**src/rtl/rc4_ksa_engine_if.sv**
```systemverilog
// rtl/rc4_ksa_engine_if.sv - control handshake and S-box RAM port bundle for rc4_ksa_engine
// key_len exists only when RC4_KSA_KEYLEN_EN is defined.
interface rc4_ksa_engine_if #(
  parameter int DATA_W    = 8,
  parameter int KEY_BYTES = 3
);
  logic                   start;
  logic [8*KEY_BYTES-1:0] key;
`ifdef RC4_KSA_KEYLEN_EN
  localparam int KEY_LEN_W = $clog2(KEY_BYTES + 1);
  logic [KEY_LEN_W-1:0]   key_len;
`endif
  logic                   busy;
  logic                   done;
  logic [DATA_W-1:0]      mem_addr;
  logic [DATA_W-1:0]      mem_wdata;
  logic                   mem_wren;
  logic [DATA_W-1:0]      mem_rdata;

`ifdef RC4_KSA_KEYLEN_EN
  modport master (
    input  start, key, key_len, mem_rdata,
    output busy, done, mem_addr, mem_wdata, mem_wren
  );
  modport slave (
    output start, key, key_len, mem_rdata,
    input  busy, done, mem_addr, mem_wdata, mem_wren
  );
`else
  modport master (
    input  start, key, mem_rdata,
    output busy, done, mem_addr, mem_wdata, mem_wren
  );
  modport slave (
    output start, key, mem_rdata,
    input  busy, done, mem_addr, mem_wdata, mem_wren
  );
`endif
endinterface

```
**src/rtl/rc4_ksa_engine.sv**
```systemverilog
// rtl/rc4_ksa_engine.sv - RC4 key scheduling (S-box init + shuffle) as sole master of one sync S-box RAM
// Optional feature macro: RC4_KSA_KEYLEN_EN (runtime key_len input; otherwise L = KEY_BYTES).
module rc4_ksa_engine #(
  parameter int DATA_W    = 8,
  parameter int KEY_BYTES = 3
) (
  input  logic                i_clk,
  input  logic                i_reset_n,
  rc4_ksa_engine_if.master    ksa
);
  localparam int KEY_W  = 8 * KEY_BYTES;
  localparam int KIDX_W = $clog2(KEY_BYTES + 1);

  typedef enum logic [3:0] {
    S_IDLE, S_INIT, S_RD_I, S_LD_I, S_RD_J, S_LD_J, S_WR_I, S_WR_J, S_DONE
  } state_t;

  state_t              r_state;
  state_t              w_next_state;
  logic [DATA_W-1:0]   r_i;
  logic [DATA_W-1:0]   r_j;
  logic [DATA_W-1:0]   r_si;
  logic [DATA_W-1:0]   r_sj;
  logic [KEY_W-1:0]    r_key;
  logic [KIDX_W-1:0]   r_kidx;
  logic [KIDX_W-1:0]   r_kmax;
  logic [KIDX_W-1:0]   w_kmax_start;
  logic [7:0]          w_key_byte;
  logic [DATA_W-1:0]   w_kb;
  logic                w_last_i;

  assign w_last_i = (r_i == {DATA_W{1'b1}});

  // r_kmax holds L-1 so the key-byte counter wraps without any divide
  always_comb begin
`ifdef RC4_KSA_KEYLEN_EN
    if ((ksa.key_len == '0) || (ksa.key_len > KIDX_W'(KEY_BYTES)))
      w_kmax_start = KIDX_W'(KEY_BYTES - 1);
    else
      w_kmax_start = ksa.key_len - KIDX_W'(1);
`else
    w_kmax_start = KIDX_W'(KEY_BYTES - 1);
`endif
  end

  always_comb begin
    w_key_byte = '0;
    for (int b = 0; b < KEY_BYTES; b++) begin
      if (r_kidx == KIDX_W'(b))
        w_key_byte = r_key[KEY_W-1-8*b -: 8];
    end
  end

  assign w_kb = DATA_W'(w_key_byte);

  always_ff @(posedge i_clk or negedge i_reset_n) begin
    if (!i_reset_n)
      r_state <= S_IDLE;
    else
      r_state <= w_next_state;
  end

  always_comb begin
    w_next_state = r_state;
    case (r_state)
      S_IDLE:  if (ksa.start) w_next_state = S_INIT;
      S_INIT:  if (w_last_i)  w_next_state = S_RD_I;
      S_RD_I:  w_next_state = S_LD_I;
      S_LD_I:  w_next_state = S_RD_J;
      S_RD_J:  w_next_state = S_LD_J;
      S_LD_J:  w_next_state = S_WR_I;
      S_WR_I:  w_next_state = S_WR_J;
      S_WR_J:  w_next_state = w_last_i ? S_DONE : S_RD_I;
      S_DONE:  w_next_state = S_IDLE;
      default: w_next_state = S_IDLE;
    endcase
  end

  // When i==j both writes land on one address; the second carries si==sj, so S is unchanged
  always_comb begin
    ksa.busy      = 1'b0;
    ksa.done      = 1'b0;
    ksa.mem_addr  = '0;
    ksa.mem_wdata = '0;
    ksa.mem_wren  = 1'b0;
    case (r_state)
      S_INIT: begin
        ksa.busy      = 1'b1;
        ksa.mem_addr  = r_i;
        ksa.mem_wdata = r_i;
        ksa.mem_wren  = 1'b1;
      end
      S_RD_I: begin
        ksa.busy     = 1'b1;
        ksa.mem_addr = r_i;
      end
      S_LD_I, S_LD_J: ksa.busy = 1'b1;
      S_RD_J: begin
        ksa.busy     = 1'b1;
        ksa.mem_addr = r_j;
      end
      S_WR_I: begin
        ksa.busy      = 1'b1;
        ksa.mem_addr  = r_i;
        ksa.mem_wdata = r_sj;
        ksa.mem_wren  = 1'b1;
      end
      S_WR_J: begin
        ksa.busy      = 1'b1;
        ksa.mem_addr  = r_j;
        ksa.mem_wdata = r_si;
        ksa.mem_wren  = 1'b1;
      end
      S_DONE:  ksa.done = 1'b1;
      default: ksa.busy = 1'b0;
    endcase
  end

  always_ff @(posedge i_clk or negedge i_reset_n) begin
    if (!i_reset_n) begin
      r_i    <= '0;
      r_j    <= '0;
      r_si   <= '0;
      r_sj   <= '0;
      r_key  <= '0;
      r_kidx <= '0;
      r_kmax <= '0;
    end else begin
      case (r_state)
        S_IDLE: begin
          if (ksa.start) begin
            r_key  <= ksa.key;
            r_kmax <= w_kmax_start;
            r_kidx <= '0;
            r_i    <= '0;
            r_j    <= '0;
          end
        end
        S_INIT: r_i <= r_i + DATA_W'(1);
        S_LD_I: begin
          r_si <= ksa.mem_rdata;
          r_j  <= r_j + ksa.mem_rdata + w_kb;
        end
        S_LD_J: r_sj <= ksa.mem_rdata;
        S_WR_J: begin
          r_i    <= r_i + DATA_W'(1);
          r_kidx <= (r_kidx == r_kmax) ? '0 : r_kidx + KIDX_W'(1);
        end
        default: r_i <= r_i;
      endcase
    end
  end
endmodule

```
**src/flat_wrapper.sv**
```systemverilog
// flat-port wrapper written by rule: the top's interface ports become plain ports
module rc4_ksa_engine_flat 
#(
  parameter int DATA_W    = 8,
  parameter int KEY_BYTES = 3
)
  (i_clk, i_reset_n, ksa_start, ksa_key, ksa_mem_rdata, ksa_busy, ksa_done, ksa_mem_addr, ksa_mem_wdata, ksa_mem_wren);
  rc4_ksa_engine_if #(.DATA_W(DATA_W), .KEY_BYTES(KEY_BYTES)) ksa_i ();
  input  logic i_clk;
  input  logic i_reset_n;
  input wire logic [$bits(ksa_i.start)-1:0] ksa_start;
  input wire logic [$bits(ksa_i.key)-1:0] ksa_key;
  input wire logic [$bits(ksa_i.mem_rdata)-1:0] ksa_mem_rdata;
  output wire logic [$bits(ksa_i.busy)-1:0] ksa_busy;
  output wire logic [$bits(ksa_i.done)-1:0] ksa_done;
  output wire logic [$bits(ksa_i.mem_addr)-1:0] ksa_mem_addr;
  output wire logic [$bits(ksa_i.mem_wdata)-1:0] ksa_mem_wdata;
  output wire logic [$bits(ksa_i.mem_wren)-1:0] ksa_mem_wren;
  assign ksa_i.start = ksa_start;
  assign ksa_i.key = ksa_key;
  assign ksa_i.mem_rdata = ksa_mem_rdata;
  assign ksa_busy = ksa_i.busy;
  assign ksa_done = ksa_i.done;
  assign ksa_mem_addr = ksa_i.mem_addr;
  assign ksa_mem_wdata = ksa_i.mem_wdata;
  assign ksa_mem_wren = ksa_i.mem_wren;
  rc4_ksa_engine #(.DATA_W(DATA_W), .KEY_BYTES(KEY_BYTES)) u_core (.i_clk(i_clk), .i_reset_n(i_reset_n), .ksa(ksa_i));
endmodule
```
**config.mk**
```make
export PLATFORM = sky130hd
export DESIGN_NAME = rc4_ksa_engine_flat
export DESIGN_NICKNAME = d
export VERILOG_FILES = /design/src/rtl/rc4_ksa_engine_if.sv /design/src/rtl/rc4_ksa_engine.sv /design/src/flat_wrapper.sv
export SDC_FILE = /design/constraint.sdc
export NUM_CORES = 1
export LEC_CHECK = 0
export BUFFER_PORTS_ARGS = -buffer_cell sky130_fd_sc_hd__buf_4
export CELL_PAD_IN_SITES_DETAIL_PLACEMENT = 0
export CELL_PAD_IN_SITES_GLOBAL_PLACEMENT = 1
export CORE_ASPECT_RATIO = 2
export CORE_MARGIN = 10
export CORE_UTILIZATION = 35
export DETAILED_ROUTE_END_ITERATION = 8
export GPL_TIMING_DRIVEN = 0
export PLACE_DENSITY = 0.62
export SYNTH_ARGS = -nofsm -noshare
export SYNTH_HDL_FRONTEND = slang
export SYNTH_SLANG_ARGS = --single-unit
```
**constraint.sdc**
```tcl
create_clock -name i_clk -period 4.55 [get_ports i_clk]
set_input_delay 0.2275 -clock i_clk [delete_from_list [all_inputs] [get_ports i_clk]]
set_output_delay 0.2275 -clock i_clk [all_outputs]
set_load 0.02 [all_outputs]
```
== Word-level counts from Yosys, hierarchy flattened ==
Index checks and enable logic that the tools add are counted.

* Bits in registers: 63

* $add $sub $neg: 4
* Eq/ne operators: 14
* Muxes and demuxes: 18
* Reductions and logical operators: 15

{| class="wikitable"
|+ Operator list
! operator !! number
|-
| 8-bit one-hot mux with 2 select lines || 3
|-
| 8-bit two-way mux || 4
|-
| 4-bit one-hot mux with 8 select lines || 1
|-
| 8-bit one-hot mux with 3 select lines || 1
|-
| 8-bit adder || 2
|-
| 4-bit by 3-bit equality test with 1-bit output (second input constant) || 4
|-
| 4-bit two-way mux || 3
|-
| 2-bit AND reduction || 5
|-
| 8-bit by 1-bit adder with 8-bit output (second input constant) || 1
|-
| 4-bit by 2-bit equality test with 1-bit output (second input constant) || 2
|-
| 8-bit equality test (second input constant) || 1
|-
| 7-bit OR reduction || 1
|-
| 2-bit nonzero test || 3
|-
| 3-bit OR reduction || 2
|-
| 4-bit by 1-bit equality test with 1-bit output (second input constant) || 1
|-
| 4-bit equality test (second input constant) || 1
|-
| 4-bit logical NOT || 1
|-
| 2-bit two-way mux || 2
|-
| 2-bit one-hot mux with 2 select lines || 1
|-
| 2-bit OR reduction || 2
|-
| 1-bit two-way mux || 3
|-
| 2-bit by 1-bit adder with 2-bit output (second input constant) || 1
|-
| 2-bit by 1-bit equality test with 1-bit output (second input constant) || 1
|-
| 2-bit equality test || 1
|-
| 4 further kinds || 4
|}

== Depth between registers and ports, before layout ==
* Word-level depth: 6
* Depth in mapped cells: 16
* Depth with buffers taken out: 16

== Worst setup path before layout ==
No wires, ideal clock.

* Kind: flip-flop to flip-flop
* From: register u_core.r_kidx[1]
* To: register u_core.r_j[7]
* Setup time: 0.132 ns
* Arrival: 2.845 ns
* Data required time: 4.418 ns
* Setup slack: 1.573 ns
* Stages on the path, launching flop included: 17
* Buffers on the path: 1
* Clock period less this slack: 2.977 ns
* Cell sequence: dfrtp_1 inv_1 ha_1 clkbuf_1 a22oi_1 nor2_1 a21oi_1 fa_1 inv_1 ha_1 inv_1 fa_1 nor2b_1 o31a_1 o22ai_1 xnor2_1 o21ai_1

* Longest elaborated chain between the ends: 6
* Elaborated cells on any way between the ends: 8

{| class="wikitable"
|+ Ends and longest elaborated chain
! item !! RTL line !! source
|-
| from (decl) || rc4_ksa_engine.sv:25 || <nowiki>logic [KIDX_W-1:0] r_kidx;</nowiki>
|-
| from (signal assigned) || rc4_ksa_engine.sv:147 || <nowiki>r_kidx <= (r_kidx == r_kmax) ? '0 : r_kidx + KIDX_W'(1);</nowiki>
|-
| 2-bit logical NOT || rc4_ksa_engine.sv:49 || <nowiki>if (r_kidx == KIDX_W'(b))</nowiki>
|-
| 8-bit two-way mux (2 in series) || rc4_ksa_engine.sv:49 ||
|-
| 8-bit two-way mux * || rc4_ksa_engine.sv:49 ||
|-
| 8-bit adder * || rc4_ksa_engine.sv:142 || <nowiki>r_j <= r_j + ksa.mem_rdata + w_kb;</nowiki>
|-
| 8-bit one-hot mux with 2 select lines * || rc4_ksa_engine.sv:129 || <nowiki>case (r_state)</nowiki>
|-
| to (signal assigned) || rc4_ksa_engine.sv:142 ||
|-
| to (decl) || rc4_ksa_engine.sv:21 || <nowiki>logic [DATA_W-1:0] r_j;</nowiki>
|}

Mark *: on every way between the ends. The rest lies on a longest branch, timed or not.
A chain may end at the register's enable or synchronous reset.

== Worst setup path after layout ==
* From: register u_core.r_kidx[1]
* To: register u_core.r_j[6]

Same word-level chain as after synthesis.

==> implementation parameters <==
Parameter                              Value

Setup path
  Flop-to-flop setup slack ... 1.16 ns
  End of the worst register-to-register path ... u_core.r_j[6]$_DFFE_PN0P_
  Kind of start point of the critical path ... flop
  R2r startpoint ... u_core.r_kidx[1]$_DFFE_PN0P_
  Critical Path Fanout Max ... 10
  Nature of the critical path endpoint ... flop
  Register-to-Register Path Depth ... 14
  CP Class ... reg -> reg
  Required time reported for the critical path endpoint ... 4.77 ns
  Data arrival time at the worst-slack endpoint ... 3.61 ns

Drt
  Total detailed-routing wirelength ... 10920 um
  Detailed Routing Iterations Pass 1 ... 5
  DRC ... 0
  Number of vias after detailed routing ... 2993
  DRC marker count from the first detailed-route iteration ... 162
  Detail-routed via count per cell ... 5.073
  Number of routed nets with antenna violations ... 0
  Wire length per cell after detailed routing ... 18.51 um

Power and ir drop
  Worst VDD drop ... 0.2228 mV
  Total Power ... 1.799 mW
  Power density over cell area ... 379.5 nW/um^2
  Comb power frac ... 23.0%
  P_sw ... 0.5076 mW
  Power Internal ... 1.291 mW
  Switching fraction of total power ... 28.22%
  Part of the power in registers ... 35.5%
  Clock network power share ... 41.5%
  Pleak ... 2.344 nW

Final layout
  Layout-stage area growth over the synthesis result ... 23.27%
  Sequential cell area ... 1577 um^2
  Post-layout net count ... 499
  Filler Cell Count ... 1101
  Final Core Density ... 43.84%
  Number of non-filler instances in the completed layout ... 590
  Area used by multi-input combinational logic ... 1991 um^2
  Finished Cell Area ... 4740 um^2
  Total inserted antenna cells ... 0
  Fraction of layout cells with a size suffix above 1 ... 27.33%

Die
  Die width ... 94.12 um
  Boundary pin count ... 54
  Number of core rows ... 54
  Die Ht ... 168.2 um
  DIE AREA ... 15830 um^2
  Starting density of the core ... 35.57%
  Core area ... 10810 um^2

STA
  Count of final hold-check violations ... 4
  Ratio of final minimum period to clock period ... 74.52%
  Slew at the pin closest to its max-slew limit ... 0.8340 ns
  Final setup TNS ... 0 ns
  Worst slew margin ... 44.40%
  Max-slew violation total from the final report ... 0
  Final critical path time including I/O delays and setup ... 3.391 ns
  Max Clock Freq ... 294.9 MHz
  Final critical-path setup slack ... 1.159 ns
  Hold WS ... -0.01225 ns
  RSZ-0062 raised after global routing ... false
  Clock skew ... 0.006013 ns
  Finish-stage setup viols ... 0

Placed design
  Number of placed cells counting well taps ... 575
  Pre-CTS worst setup slack ... 1.126 ns
  Hpwl dp ... 8821 um
  Area post-placement ... 4418 um^2
  Final weighted congestion in routability-driven placement ... 0.8413
  Number of buffer cells added on primary ports ... 53

Synthesis
  Post-Synthesis Cell Area ... 3845 um^2
  Mux contribution to synthesized area ... 12.20%
  Number of library cell types mapped by synthesis ... 53
  Simple-gate area share of the yosys netlist ... 14.94%
  Post-Synthesis Net Count ... 435
  Number of enable flip-flop cells after synthesis ... 0
  Top area cells in the synthesized netlist ... dfrtp_1, mux2_4, fa_1
  Predominant post-synthesis flop cell ... dfrtp_1
  Yosys Warn Count ... 0
  Cell count after synthesis ... 382
  Synth Area in Adders ... 7.419%
  Post-Synth XOR/XNOR Area ... 2.050%
  Compound-Gate Fraction of Synth Area ... 15.16%
  Register bit count reported by yosys ... 63
  Mean area per synthesized cell ... 10.07 um^2
  Top cell type by total area after synthesis ... dfrtp_1
  Seq/Total Area, Yosys ... 41.00%
  Largest family of logic cells by synthesized area ... compound AO/OA/AOI/OAI gates
  Area share of the largest cell type after synthesis ... 41.00%
  Post-synthesis async set-or-reset flop share ... 100.0%

Clock network
  Buffers inserted by post-CTS timing repair ... 0
  TritonCTS clock tree ... built
  Num CTS Buffers ... 9
  Clock tree root driver cell ... clkbuf_16
  Number of clock sinks ... 63
  Clock slew at reported path FFs ... 0.06 ns
  # resized after CTS ... 0
  Clock latency on the worst-skew pair ... 0.33 ns
  H-tree Lvls ... 3
  Maximum count of clock buffers along a single path ... 2
  CTS Hold Buffers Added ... 0

GRT
  Total overflow reported by the global router ... 0
  Global-route wire length before repair ... 17500 um
  Vias in the first global route ... 3260
  Number of antenna violations at the first check in global routing ... 0
  Total routing usage reported by global routing ... 14.54%
  Largest net degree at the start of global routing ... 64

Status
  Violated checks ... negative hold slack
  Status ... finished with violations

Job
  Max-capacitance violation count ... 0

Worst hold path
  Worst Hold Class ... in -> async
[cells in the mapped netlist, types with 9 or more instances]
library cell,n
buf_2,9
nand2_1,32
a21oi_1,19
o21ai_1,21
ha_1,10
nor2_1,23
mux2_1,9
a211oi_1,9
inv_1,38
dfrtp_1,63
nand3_1,19
mux2_4,18
[worst max-delay path by stage]
stage	startpoint	depth (start not counted)	end
after floorplan	u_core.r_kidx[1]$_DFFE_PN0P_	16	u_core.r_j[7]$_DFFE_PN0P_
after global routing	u_core.r_kidx[1]$_DFFE_PN0P_	14	u_core.r_j[6]$_DFFE_PN0P_
after global placement	u_core.r_kidx[1]$_DFFE_PN0P_	16	u_core.r_j[7]$_DFFE_PN0P_
after detailed placement	u_core.r_kidx[1]$_DFFE_PN0P_	14	u_core.r_j[6]$_DFFE_PN0P_
final	u_core.r_kidx[1]$_DFFE_PN0P_	14	u_core.r_j[6]$_DFFE_PN0P_
after CTS	u_core.r_kidx[1]$_DFFE_PN0P_	14	u_core.r_j[6]$_DFFE_PN0P_
[state kept, by name (all words and copies together) (netlist names)]
name,count
u_core.r_i,8
u_core.r_j,8
u_core.r_key,24
u_core.r_kidx,2
u_core.r_kmax,1
u_core.r_si,8
u_core.r_sj,8
u_core.r_state,4
[power by group through the flow]
stage / clock network, mW / logic, mW / registers (mW)
after floorplan: 0 / 0.314 / 0.638
after global placement: 0 / 0.409 / 0.647
after detailed placement: 0 / 0.420 / 0.650
after CTS: 0.762 / 0.422 / 0.640
after global routing: 0.782 / 0.484 / 0.648
final: 0.746 / 0.413 / 0.639
[cell families after synthesis]
logic type                 count (synthesis)
DFF                                       63
and+or+nand+nor                          110
adders and majority gates                 18
muxes                                     36
buffers and inverters                     61
xor gates and xnor gates                   9
AOI/OAI and AO/OA                         85
[worst max-delay path, stage by stage (launching register included)]
cell and delay (ns):
dfrtp_1 0.41, inv_1 0.13, ha_1 0.22, clkbuf_1 0.37
a22oi_1 0.16, nor2_1 0.11, a21oi_1 0.06, fa_1 0.56
inv_1 0.06, ha_1 0.29, a21o_1 0.18, a21o_1 0.20
a21oi_1 0.25, mux2i_1 0.22, nand2_1 0.06
[cell type report]
cell class	count	area share [%]
timing repair buffer	53	8.395
sequential	63	33.26
tap	140	3.696
clock inverter	5	1.742
clock buffer	10	5.042
inverter	40	3.168
buffer	21	2.693
multi-input combinational	258	42.00
[per-layer routing]
layer,vias up,wire [um],global-route usage [%]
met5,-,0,0
met4,0,378,7.575
met3,18,431,2.405
met2,82,6333,27.65
met1,1434,3777,14.15
li1,1459,-,-
[layout by cell type (no fill, tap or decap), drive strengths merged, types with 4 or more instances in the layout]
| cell type | synthesis | final |
|---|---|---|
| clkbuf | 6 | 16 |
| a222oi | 8 | 8 |
| nor3 | 9 | 9 |
| nand2b | 4 | 4 |
| a211oi | 9 | 9 |
| fa | 8 | 8 |
| a311oi | 8 | 8 |
| a21oi | 19 | 19 |
| inv | 40 | 40 |
| nor2 | 28 | 28 |
| o21ai | 23 | 23 |
| buf | 15 | 68 |
| nand3 | 21 | 21 |
| mux2 | 33 | 33 |
| a22oi | 4 | 4 |
| nand2 | 32 | 32 |
| xnor2 | 6 | 6 |
| ha | 10 | 10 |
| nor2b | 4 | 4 |
| dfrtp | 63 | 63 |
Power figures use the tool's default switching activity.
